===== config.mk =====
export PLATFORM = sky130hd
export DESIGN_NAME = cms_axis_downsizer
export DESIGN_NICKNAME = d
export VERILOG_FILES = /design/src/rtl/cms_axis_downsizer.sv
export SDC_FILE = /design/constraint.sdc
export NUM_CORES = 1
export LEC_CHECK = 0
export CORE_AREA = 2 2 452 454
export CTS_CLUSTER_DIAMETER = 60
export DETAILED_ROUTE_END_ITERATION = 12
export DIE_AREA = 0 0 454 456
export SYNTH_ARGS = -nofsm -noshare
export SYNTH_HDL_FRONTEND = slang
export SYNTH_SLANG_ARGS = --single-unit

===== constraint.sdc =====
create_clock -name clk -period 29.3 [get_ports clk]
set_input_delay 2.93 -clock clk [delete_from_list [all_inputs] [get_ports clk]]
set_output_delay 2.93 -clock clk [all_outputs]
set_load 0.02 [all_outputs]

===== src/rtl/cms_axis_downsizer.sv =====
// Wide-to-narrow AXI-Stream serialiser for continuous_monitoring_system trace packets.
// Each accepted wide beat is emitted LSB slice first; tlast rides on the final slice.
module cms_axis_downsizer #(
  parameter int IN_WIDTH  = 1024,
  parameter int OUT_WIDTH = 64,
  parameter int CNT_WIDTH = 32
) (
  input  logic                 clk,
  input  logic                 rst,
  input  logic                 S_AXIS_tvalid,
  output logic                 S_AXIS_tready,
  input  logic [IN_WIDTH-1:0]  S_AXIS_tdata,
  input  logic                 S_AXIS_tlast,
  output logic                 M_AXIS_tvalid,
  input  logic                 M_AXIS_tready,
  output logic [OUT_WIDTH-1:0] M_AXIS_tdata,
  output logic                 M_AXIS_tlast,
  output logic [CNT_WIDTH-1:0] beats_in_count,
  output logic [CNT_WIDTH-1:0] packets_out_count
);

  localparam int RATIO = IN_WIDTH / OUT_WIDTH;
  localparam int IDX_W = (RATIO > 1) ? $clog2(RATIO) : 1;
  localparam logic [IDX_W-1:0] LAST_IDX = IDX_W'(RATIO - 1);

  if ((IN_WIDTH % OUT_WIDTH) != 0 || RATIO < 2) begin : g_bad_ratio
    $error("cms_axis_downsizer: IN_WIDTH must be an integer multiple >= 2 of OUT_WIDTH");
  end

  typedef enum logic {
    EMPTY = 1'b0,
    DRAIN = 1'b1
  } state_t;

  state_t                             state_p0;
  logic [RATIO-1:0][OUT_WIDTH-1:0]    data_p0;
  logic                               last_p0;
  logic [IDX_W-1:0]                   idx_p0;
  logic [CNT_WIDTH-1:0]               beat_cnt_p0;
  logic [CNT_WIDTH-1:0]               pkt_cnt_p0;

  logic on_last;
  logic s_hs;
  logic m_hs;

  assign on_last = (idx_p0 == LAST_IDX);

  // Outputs are decoded from registers only; tdata is forced to zero while empty.
  assign M_AXIS_tvalid = (state_p0 == DRAIN);
  assign M_AXIS_tdata  = M_AXIS_tvalid ? data_p0[idx_p0] : '0;
  assign M_AXIS_tlast  = M_AXIS_tvalid & last_p0 & on_last;

  // A new wide beat may enter while the final slice of the current one leaves.
  assign S_AXIS_tready = (state_p0 == EMPTY) | (M_AXIS_tready & on_last);

  assign s_hs = S_AXIS_tvalid & S_AXIS_tready;
  assign m_hs = M_AXIS_tvalid & M_AXIS_tready;

  always_ff @(posedge clk) begin
    if (rst) begin
      state_p0 <= EMPTY;
      idx_p0   <= '0;
      last_p0  <= 1'b0;
    end else begin
      case (state_p0)
        EMPTY: begin
          if (s_hs) begin
            state_p0 <= DRAIN;
            idx_p0   <= '0;
            last_p0  <= S_AXIS_tlast;
          end
        end
        DRAIN: begin
          if (m_hs) begin
            if (on_last) begin
              idx_p0 <= '0;
              if (s_hs) begin
                last_p0 <= S_AXIS_tlast;
              end else begin
                state_p0 <= EMPTY;
                last_p0  <= 1'b0;
              end
            end else begin
              idx_p0 <= idx_p0 + IDX_W'(1);
            end
          end
        end
        default: begin
          state_p0 <= EMPTY;
          idx_p0   <= '0;
          last_p0  <= 1'b0;
        end
      endcase
    end
  end

  // Payload register carries no reset; its contents are masked until loaded.
  always_ff @(posedge clk) begin
    if (s_hs) begin
      data_p0 <= S_AXIS_tdata;
    end
  end

  always_ff @(posedge clk) begin
    if (rst) begin
      beat_cnt_p0 <= '0;
      pkt_cnt_p0  <= '0;
    end else begin
      if (s_hs) begin
        beat_cnt_p0 <= beat_cnt_p0 + CNT_WIDTH'(1);
      end
      if (m_hs && M_AXIS_tlast) begin
        pkt_cnt_p0 <= pkt_cnt_p0 + CNT_WIDTH'(1);
      end
    end
  end

  assign beats_in_count    = beat_cnt_p0;
  assign packets_out_count = pkt_cnt_p0;

endmodule

==> flow_summary.ini <==
[die]
num_rows = 165
chipWidth_um = 454
die_y_um = 456
start_util_pct = 20.9
pin_count = 1160
core_area_um2 = 202000
die-area_um2 = 207000

[grt]
grt-ovfl-total = 0
antenna_found_initial = 66
grt_start_max_net_pins = 115
grt_use_total_pct = 15.0
grt_pass1_wl_um = 214000
grt_pass1_vias = 26400

[routing]
drc = 0
vias_per_cell = 4.22
initialDrtViolationCount = 2351
ant_nets = 0
drt_wl_total_um = 160000
vias = 25600
wl_per_cell_um = 26.4
firstDrtPassIters = 6

[pwr]
power_density_nw_per_um2 = 61.6
power.leakage_uw = 0.0192
irDropWorstVdd_mv = 0.0586
power_uw = 3780

[outcome]
status = finished clean

[critical_path]
crit_slowest_cell = dfxtp_4
cp_top_family = buffers and inverters
r2r-start = idx_p0[1]
crit_required_ps = 26370
crit_type = flip-flop to output pin
crit_path_cell_trace = buf_4 -> buf_4 -> mux4_2 -> mux2i_1 -> o22ai_1 -> clkdlybuf4s50_1
critPathArrivalTime_ps = 5140
cp-start-kind = flip-flop
ff2ff_path_depth = 10
critPathMaxStageDelay_ps = 860
cp_max_fo = 58
crit_cells = 6
crit_top_cell = buf_4
worst-path-buf-inv = 3
critPathLaunch = idx_p0[1]
cp-end-kind = output pin

[flow_run]
cap_viol_max_count = 0

[synth]
syn_inst = 2057
synthesis.area_um2 = 42200
synth_top_cell_by_area = edfxtp_1
synth_ff_type = edfxtp_1
synthTopCellsByArea = edfxtp_1 73%, mux4_2 13%, dfxtp_1 3.3%
yosys_warnings = 0
syn_nets = 3089
synth-edff-count = 1024
ys_seq_area_share_pct = 76.2
avgSynthCellArea_um2 = 20.5
yosys.area.top_type_share_pct = 72.9
ys_ff_latch = 1094
async_flop_share_pct = 0
synthDistinctLibCells = 45

[cts]
cts_buffer_depth = 3
numCtsBuffers = 137
clock_tree.root_cell = clkbuf_16
cts.sink_count = 1094
clk_latency_ps = 780
holdBufCountCts = 0
cts_tree = built
cts_resized = 0
path_clk_slew_ps = 60
htreeDepth = 4
cts_setup_buffers = 0

[timing]
slew_headroom_pct = 29.8
hold_ws_ps = 483
finalSetupViolCount = 0
hold_viol = 0
finalCritPeriodShare_pct = 27.5
fin_skew_ps = 26.8
tns_ps = 0
clock.fmax_mhz = 124
drv_slew = 0
min_period_ps = 8070
worst_pin_slew_ps = 1050
rsz0062_at_grt = no
finalWorstSetupSlack_ps = 21230

[final_layout]
area_delta_synth_final_pct = 45.5
layout_common_cells = 1158 x clkdlybuf4s50_1, 1024 x edfxtp_1, 236 x mux4_2
fin_nets = 4306
final_common_cell = clkdlybuf4s50_1
drive_above_1_share_pct = 14.6

[place]
dp_hpwl_um = 123000
gp_congestion = 0.853
dp_slack_ps = 20850
port_buffers = 1159

[worst_hold_path]
worstHoldPathType = flip-flop to flip-flop
whs_path_depth = 2
min-delay-start = packets_out_count[31]
-- power by group --
group / internal (uW) / total, uW / switching, uW / leakage (uW)
logic: 183 / 307 / 124 / 0.00682
registers: 1810 / 1840 / 29.3 / 0.0103
clock network: 940 / 1640 / 698 / 0.00210
total: 2930 / 3780 / 852 / 0.0192
-- worst reg2reg max path, cell delays in order (launching register included) --
cell,delay [ps]
dfxtp_4,860
buf_4,740
ha_1,460
and4_1,250
o21ai_1,70
buf_4,240
inv_8,560
buf_4,680
buf_4,740
buf_4,900
buf_4,900
-- per-layer routing --
| layer | wire length (um) | vias up | global-route usage (%) |
|---|---|---|---|
| li1 | - | 11100 | - |
| met1 | 57500 | 13100 | 16.5 |
| met2 | 86900 | 1196 | 27.5 |
| met3 | 11600 | 254 | 4.10 |
| met4 | 4190 | 24 | 4.88 |
| met5 | 149 | - | 0 |
-- metrics by stage --
step | utilization, % | cell area (um2) | cells
2_1_floorplan | - | 42200 | 2057
6_report | 30.4 | 61400 | 6074
3_5_place_dp | 28.3 | 57000 | 5807
3_3_place_gp | 28.3 | 57000 | 5807
5_1_grt | 30.4 | 61400 | 6066
4_1_cts | 30.4 | 61300 | 6053
-- state kept, by name, indices dropped and copies added, names as in the netlist --
| signal | flops |
|---|---|
| idx_p0 | 4 |
| M_AXIS_tvalid | 1 |
| data_p0 | 1024 |
| packets_out_count | 32 |
| beats_in_count | 32 |
| last_p0 | 1 |
-- path summary, 6_finish.rpt --
path	slack, ps	end
min	480	packets_out_count[31]
max reg2reg	22440	data_p0[970]
min reg2reg	480	packets_out_count[31]
max	21230	M_AXIS_tdata[51]
-- cells by family after synthesis --
kind of cell / count (synthesis) / share of synthesized area (%)
flip-flops: 1094 / 76.2
multiplexers: 378 / 16.0
AND/OR/NAND/NOR: 257 / 3.33
AO/OA/AOI/OAI: 177 / 2.80
buffers and inverters: 133 / 1.30
XOR/XNOR: 15 / 0.311
adder cells (fa/ha/maj): 3 / 0.0889
-- cell type report --
class                      instances  area, um2
sequential                      1094      32200
clock inverter                    76        708
fill                           19700     140000
antenna                           21       52.6
inverter                          16       67.6
multi-input combinational        830       9540
timing repair buffer            1195      11900
tap                             2672       3340
clock buffer                     170       3650
-- synthesized netlist by cell type, types with 9 or more instances --
| library cell | count |
|---|---|
| nor3_1 | 9 |
| nor2_1 | 36 |
| xnor2_1 | 10 |
| dfxtp_1 | 70 |
| nand2_1 | 61 |
| edfxtp_1 | 1024 |
| and3_1 | 10 |
| or4_1 | 31 |
| o22ai_1 | 44 |
| buf_2 | 38 |
| o21ai_0 | 13 |
| clkbuf_1 | 61 |
| mux2_2 | 13 |
| or3_1 | 15 |
| nand4_1 | 35 |
| a32oi_1 | 14 |
| a21oi_1 | 41 |
| buf_1 | 18 |
| nor2b_1 | 15 |
| mux2i_1 | 129 |
| nand3_1 | 19 |
| o211ai_1 | 14 |
| mux4_2 | 236 |
| inv_1 | 16 |
| o31ai_1 | 23 |
Note: power is estimated with default switching activity, not from simulation.
